`config.mk`:
```
export PLATFORM = sky130hd
export DESIGN_NAME = aoc_day3_bank_max
export DESIGN_NICKNAME = d
export VERILOG_FILES = /design/src/rtl/aoc_day3_pkg.sv /design/src/rtl/aoc_day3_bank_max_stack.sv /design/src/rtl/aoc_day3_bank_max.sv
export SDC_FILE = /design/constraint.sdc
export NUM_CORES = 1
export LEC_CHECK = 0
export CAP_MARGIN = 10
export CORE_MARGIN = 2
export CORE_UTILIZATION = 45
export CTS_CLUSTER_DIAMETER = 200
export DETAILED_ROUTE_END_ITERATION = 8
export DONT_BUFFER_PORTS = 1
export GPL_TIMING_DRIVEN = 0
export MAX_ROUTING_LAYER = met4
export PLACE_DENSITY = 0.59
export SLEW_MARGIN = 30
export SYNTH_ARGS = -nofsm -noshare
export SYNTH_HDL_FRONTEND = slang
export SYNTH_SLANG_ARGS = --single-unit
```
`constraint.sdc`:
```
create_clock -name clk -period 19.8 [get_ports clk]
set_input_delay 5.94 -clock clk [delete_from_list [all_inputs] [get_ports clk]]
set_output_delay 5.94 -clock clk [all_outputs]
set_load 0.03 [all_outputs]
```
`src/rtl/aoc_day3_pkg.sv`:
```
// aoc_day3_pkg: shared types and helpers for the joltage-bank solver.
// Imported by the digit stack and the top-level line/sum engine.
package aoc_day3_pkg;

  typedef enum logic [1:0] {
    COLLECT,
    CONVERT,
    EMIT,
    DRAIN
  } state_e;

  typedef logic [3:0] digit_t;

  localparam int MAX_DIGIT = 9;

  // ceil(k * log2(10)), log2(10) ~= 3.32193; exact for any sane k
  function automatic int min_val_w(input int k);
    return (k * 332193 + 99999) / 100000;
  endfunction

  function automatic bit val_w_ok(input int k, input int w);
    return w >= min_val_w(k);
  endfunction

endpackage

```
`src/rtl/aoc_day3_bank_max_stack.sv`:
```
// digit_stack_k: K-entry monotonic stack, one pop-run plus push per cycle.
// Pops are floored at lo so the remaining digits can still fill K slots.
module digit_stack_k
  import aoc_day3_pkg::*;
#(
  parameter int K   = 12,
  parameter int RW  = 7,
  parameter int SPW = $clog2(K + 1)
) (
  input  logic           clk,
  input  logic           rst,
  input  logic           clear,
  input  logic           push_en,
  input  digit_t         digit,
  input  logic [RW-1:0]  rem,
  output logic [SPW-1:0] sp,
  output logic [K*4-1:0] stack
);

  digit_t         stack_q [K];
  digit_t         stack_d [K];
  logic [SPW-1:0] sp_q, sp_d;
  logic [SPW-1:0] p;
  logic [RW-1:0]  lo;

  always_comb begin
    lo = (rem >= RW'(K)) ? '0 : RW'(K) - rem;
    p  = sp_q;
    for (int j = K - 1; j >= 0; j--) begin
      if (RW'(j) >= lo && SPW'(j) < sp_q && stack_q[j] < digit)
        p = SPW'(j);
    end
  end

  always_comb begin
    stack_d = stack_q;
    sp_d    = sp_q;
    if (clear) begin
      sp_d = '0;
    end else if (push_en) begin
      for (int j = 0; j < K; j++) begin
        if (SPW'(j) == p) stack_d[j] = digit;
      end
      sp_d = (p < SPW'(K)) ? p + 1'b1 : p;
    end
  end

  always_ff @(posedge clk) begin
    if (rst) begin
      sp_q <= '0;
      for (int j = 0; j < K; j++) stack_q[j] <= '0;
    end else begin
      sp_q    <= sp_d;
      stack_q <= stack_d;
    end
  end

  always_comb begin
    stack = '0;
    for (int j = 0; j < K; j++) stack[j*4 +: 4] = stack_q[j];
  end

  assign sp = sp_q;

endmodule

```
`src/rtl/aoc_day3_bank_max.sv`:
```
// aoc_day3_bank_max: per-line largest K-digit subsequence, converted to
// binary and accumulated into a running sum.
module aoc_day3_bank_max
  import aoc_day3_pkg::*;
#(
  parameter int NUM_DIGITS = 12,
  parameter int LINE_LEN   = 100,
  parameter int VAL_W      = 41,
  parameter int SUM_W      = 56
) (
  input  logic             clk,
  input  logic             rst,
  input  logic             in_valid,
  output logic             in_ready,
  input  logic [3:0]       in_digit,
  input  logic             in_last,
  output logic             line_valid,
  output logic [VAL_W-1:0] line_value,
  output logic [SUM_W-1:0] sum_out,
  output logic             error
);

  localparam int K   = NUM_DIGITS;
  localparam int RW  = $clog2(LINE_LEN + 1);
  localparam int SPW = $clog2(K + 1);
  localparam int CW  = (K > 1) ? $clog2(K) : 1;

  if (K < 1 || K > LINE_LEN || !val_w_ok(K, VAL_W)) begin : g_bad_cfg
    $error("aoc_day3_bank_max: illegal NUM_DIGITS/LINE_LEN/VAL_W");
  end

  state_e           state_q, state_d;
  logic [RW-1:0]    idx_q, idx_d;
  logic [CW-1:0]    cnt_q, cnt_d;
  logic [VAL_W-1:0] acc_q, acc_d;
  logic [VAL_W-1:0] val_q, val_d;
  logic [SUM_W-1:0] sum_q, sum_d;
  logic             err_q, err_d;

  logic             accept, at_end, bad, clr, push, full;
  logic [RW-1:0]    rem;
  logic [SPW-1:0]   sp_w;
  logic [K*4-1:0]   stack_w;
  digit_t           cur;

  assign in_ready = (state_q == COLLECT) || (state_q == DRAIN);
  assign accept   = in_valid && in_ready;
  assign at_end   = (idx_q == RW'(LINE_LEN - 1));
  assign bad      = (in_digit > digit_t'(MAX_DIGIT)) || (in_last != at_end);
  assign rem      = RW'(LINE_LEN) - idx_q;
  assign cur      = stack_w[{cnt_q, 2'b00} +: 4];
  assign full     = (sp_w == SPW'(K));

  digit_stack_k #(
    .K  (K),
    .RW (RW),
    .SPW(SPW)
  ) u_stack (
    .clk    (clk),
    .rst    (rst),
    .clear  (clr),
    .push_en(push),
    .digit  (in_digit),
    .rem    (rem),
    .sp     (sp_w),
    .stack  (stack_w)
  );

  always_comb begin
    state_d = state_q;
    idx_d   = idx_q;
    cnt_d   = cnt_q;
    acc_d   = acc_q;
    val_d   = val_q;
    sum_d   = sum_q;
    err_d   = err_q;
    clr     = 1'b0;
    push    = 1'b0;
    unique case (state_q)
      COLLECT: begin
        if (accept) begin
          if (bad) begin
            err_d = 1'b1;
            clr   = 1'b1;
            idx_d = '0;
            if (!in_last) state_d = DRAIN;
          end else begin
            push  = 1'b1;
            idx_d = idx_q + 1'b1;
            if (in_last) begin
              state_d = CONVERT;
              cnt_d   = '0;
              acc_d   = '0;
            end
          end
        end
      end
      CONVERT: begin
        acc_d = {acc_q[VAL_W-4:0], 3'b000}
              + {acc_q[VAL_W-2:0], 1'b0}
              + VAL_W'(cur);
        cnt_d = cnt_q + 1'b1;
        // result and sum land together so both are visible in EMIT
        if (cnt_q == CW'(K - 1)) begin
          state_d = EMIT;
          val_d   = acc_d;
          sum_d   = sum_q + SUM_W'(acc_d);
        end
      end
      EMIT: begin
        state_d = COLLECT;
        idx_d   = '0;
        clr     = 1'b1;
      end
      DRAIN: begin
        if (accept && in_last) begin
          state_d = COLLECT;
          idx_d   = '0;
          clr     = 1'b1;
        end
      end
      default: state_d = COLLECT;
    endcase
  end

  always_ff @(posedge clk) begin
    if (rst) begin
      state_q <= COLLECT;
      idx_q   <= '0;
      cnt_q   <= '0;
      acc_q   <= '0;
      val_q   <= '0;
      sum_q   <= '0;
      err_q   <= 1'b0;
    end else begin
      state_q <= state_d;
      idx_q   <= idx_d;
      cnt_q   <= cnt_d;
      acc_q   <= acc_d;
      val_q   <= val_d;
      sum_q   <= sum_d;
      err_q   <= err_d;
    end
  end

  assign line_valid = (state_q == EMIT) && full;
  assign line_value = val_q;
  assign sum_out    = sum_q;
  assign error      = err_q;

endmodule

```
==> metrics <==
result of the run=finished, final reports clean; Max Clock Skew=0.0148 ns; Post-Synthesis Mean Instance Area=8.23 um^2; required time of the critical path=20.18 ns; number of buffers inserted by port buffering=0; number of endpoints with negative hold slack in the final report=0; net count reported at finish=1,941; cell total after placement=2,139; GRT Residual Overflow=0; area used by multi-input combinational logic=9670 um^2; pin slew with the least headroom to its limit=0.981 ns; Data arrival, critical path=10.60 ns; most common cell in the netlist=sky130_fd_sc_hd__nand2_1; fill cell count=3,106; drt drc=0; Overall Global Routing Usage=26.3%; height of the die=182 um; final number of setup-violating endpoints=0; Worst slew margin=34.6%; TritonCTS clock tree=yes; Setup WS pre-CTS=9.10 ns; Synth async-reset ratio=0%; setup ws final=9.59 ns; element type at the critical path end=flop; Post-Synth Simple-Gate Area=19.8%; post-CTS setup buffer count=0; main area contributors after synthesis=sky130_fd_sc_hd__dfxtp_1 28%, sky130_fd_sc_hd__ha_1 14%, sky130_fd_sc_hd__nand2_1 6.3%; Inserted Clock Buffers=25; antenna violations before repair=0; final cell count without fillers=2,183; number of flops mapped to enable cells by yosys=0; wire length of the first global-routing pass=67,600 um; antenna-violating nets left=0; Cell Rows=65; vias in the first global route=12,000; WL met3=2550 um; clk sink count=203; total of cells resized after clock tree synthesis=0; main combinational cell family by area after synthesis=compound AO/OA/AOI/OAI gates; Synth top area share=28.5%; aggregate routed wire length=43,400 um; syn nets=1,912; Die Span X=182 um; count of antenna diodes in the layout=0; effective utilization at floorplan=45.5%; RePlAce Congestion=0.921; time the final worst path needs with I/O delays and setup=10.21 ns; adder-cell share of the synthesized area=14.9%; die area=33,200 um^2; router iterations before antenna repair=7; Post-Synthesis Cell Area=14,300 um^2; mux contribution to synthesized area=6.03%; crit path max fanout=12; HPWL after DPL=33,200 um; Min-Delay Path Class=flop to flop; Crit Path Class=input pin to flop; clock tree root driver cell=sky130_fd_sc_hd__clkbuf_16; RSZ-0062 raised after global routing=false; WL met1=20,100 um; Via-to-Cell Ratio=5.94; share of the synthesized area in compound gates (AO/OA/AOI/OAI)=21.7%; clock-pin slew reported for the worst setup and hold paths after clock tree synthesis=0.06 ns; Core Area=31,400 um^2; highest clock frequency the design can meet=97.9 MHz; Area growth, synth to finish=9.28%; startpoint of the most critical hold path=u_stack.stack[46]$_SDFFE_PP0P_; routed length per placed instance=19.9 um; maximum number of pins on one net before global-route repair=13; Longest Clk Path Bufs=3; Synth Area in XOR/XNOR=5.28%; Yosys cell types=90; Startpoint Class=input pin; Synth warnings=0; portion of the post-synthesis area used by sequential elements=28.5%; power density over cell area=66.5 nW/um^2; peak supply drop=62.7 uV; launch point of the worst reg-to-reg path=cnt_q[0]$_SDFFE_PP0P_; maximum level of the CTS H-tree=1; met2 wire length=19,900 um; register area=4060 um^2; setup TNS=0 ns; MaxCap Viol Count=0; Via Count=13,000; hold buffer count at cts=0; top cell type by total area after synthesis=sky130_fd_sc_hd__dfxtp_1; share of final-layout standard cells stronger than drive strength 1=5.50%; most instantiated cells after synthesis=241 x sky130_fd_sc_hd__nand2_1, 203 x sky130_fd_sc_hd__dfxtp_1, 165 x sky130_fd_sc_hd__ha_1; Worst-Skew Late Latency=0.53 ns; drt first-iter violations=951; number of flip-flops and latches in the synthesized netlist=203; source of the critical timing path=in_digit[1]; number of standard cells after synthesis=1,736; leakage power=6.81 nW; period utilization=51.6%; Final Max Tran Viols=0; num ports=108; uppermost metal layer occupied by signal nets=met4; Main synth FF type=sky130_fd_sc_hd__dfxtp_1
layout make-up:
class                   instances  share of cell area (%)
plain buffers                  91                    2.37
clock buffers                  38                    4.64
clock inverters                 5                   0.505
inverters                      48                    1.15
multi-input cells            1394                    62.0
flip-flops and latches        203                    26.0
well taps                     402                    3.22
repair buffers                  2                   0.104
final timing paths:
check / slack, ns / endpoint / depth (start not counted)
worst max-delay path: 9.59 / u_stack.stack[38]$_SDFFE_PP0P_ / 16
worst min-delay path: 0.48 / u_stack.stack[46]$_SDFFE_PP0P_ / 2
worst max register to register: 11.41 / sum_out[53]$_SDFFE_PP0P_ / 27
worst min register to register: 0.48 / u_stack.stack[46]$_SDFFE_PP0P_ / 2
kinds of logic after synthesis:
group	count (synthesis)
AO/OA/AOI/OAI	472
buffers and inverters	139
AND/OR/NAND/NOR	597
multiplexers	71
XOR/XNOR	86
adder cells (fa/ha/maj)	168
flip-flops	203
sequential cells by signal (all words and copies together), names as in the netlist:
name and flops:
sum_out 56, u_stack.stack 48, line_value 41, acc_q 40, idx_q 7, cnt_q 4, u_stack.sp 4, state_q 2
error 1
worst max-delay path, cell delays in order:
cell                       delay [ns]
sky130_fd_sc_hd__clkbuf_1        0.43
sky130_fd_sc_hd__inv_1           0.43
sky130_fd_sc_hd__ha_1            0.40
sky130_fd_sc_hd__a21o_1          0.17
sky130_fd_sc_hd__a21o_1          0.19
sky130_fd_sc_hd__a211oi_1        0.48
sky130_fd_sc_hd__a21boi_0        0.21
sky130_fd_sc_hd__o21ai_0         0.31
sky130_fd_sc_hd__nand2_1         0.18
sky130_fd_sc_hd__a311oi_1        0.49
sky130_fd_sc_hd__a21o_2          0.28
sky130_fd_sc_hd__ha_1            0.23
sky130_fd_sc_hd__and4bb_2        0.23
sky130_fd_sc_hd__clkbuf_1        0.31
sky130_fd_sc_hd__mux2i_1         0.25
sky130_fd_sc_hd__nor2_1          0.05
report_power, final:
part | internal [W] | leakage, nW | switching (W)
logic | 0.0000544 | 4.78 | 0.000107
clock network | 0.000276 | 0.394 | 0.000181
registers | 0.000414 | 1.64 | 0.00000568
cell usage in the layout, fill, tap and decap left out, types with 5 or more instances in the layout:
master / instances
sky130_fd_sc_hd__nand4_1: 15
sky130_fd_sc_hd__o211ai_1: 14
sky130_fd_sc_hd__clkbuf_8: 5
sky130_fd_sc_hd__nor2_1: 132
sky130_fd_sc_hd__nor3_1: 24
sky130_fd_sc_hd__xnor2_1: 50
sky130_fd_sc_hd__dfxtp_1: 203
sky130_fd_sc_hd__nand4b_1: 6
sky130_fd_sc_hd__or3_1: 15
sky130_fd_sc_hd__o21bai_1: 8
sky130_fd_sc_hd__and2_1: 13
sky130_fd_sc_hd__nand2b_1: 21
sky130_fd_sc_hd__xor2_1: 36
sky130_fd_sc_hd__nor2b_1: 18
sky130_fd_sc_hd__nor3b_1: 5
sky130_fd_sc_hd__o31ai_1: 6
sky130_fd_sc_hd__or2_2: 5
sky130_fd_sc_hd__o21ai_0: 61
sky130_fd_sc_hd__a211oi_1: 14
sky130_fd_sc_hd__a21o_1: 63
sky130_fd_sc_hd__buf_2: 10
sky130_fd_sc_hd__inv_1: 47
sky130_fd_sc_hd__mux2i_1: 59
sky130_fd_sc_hd__ha_1: 165
sky130_fd_sc_hd__nand3_1: 56
sky130_fd_sc_hd__a31oi_1: 17
sky130_fd_sc_hd__a21oi_1: 164
sky130_fd_sc_hd__mux4_2: 12
sky130_fd_sc_hd__clkbuf_1: 82
sky130_fd_sc_hd__and4_1: 5
sky130_fd_sc_hd__and3_1: 11
sky130_fd_sc_hd__a31o_2: 7
sky130_fd_sc_hd__o21a_1: 22
sky130_fd_sc_hd__nand2_1: 241
sky130_fd_sc_hd__a221oi_1: 6
sky130_fd_sc_hd__clkbuf_16: 25
sky130_fd_sc_hd__o211a_1: 5
sky130_fd_sc_hd__a22oi_1: 28
per-stage QoR:
step / instance area (um^2) / util (%) / hold slack (ns) / total power [W]
4_1_cts: 15600 / 49.7 / 0.479 / 0.00104
2_1_floorplan: 14300 / - / 0.439 / 0.000544
5_1_grt: 15600 / 49.7 / 0.497 / 0.00108
3_5_place_dp: 14800 / 47.1 / 0.472 / 0.000587
6_report: 15600 / 49.7 / 0.477 / 0.00104
3_3_place_gp: 14800 / 47.1 / 0.459 / 0.000584
routing by layer:
| metal | vias up | GRT usage (%) |
|---|---|---|
| met5 | - | - |
| met4 | 0 | 5.74 |
| met3 | 56 | 4.89 |
| met2 | 342 | 42.1 |
| met1 | 6221 | 34.6 |
| li1 | 6340 | - |
Power figures use the tool's default switching activity.
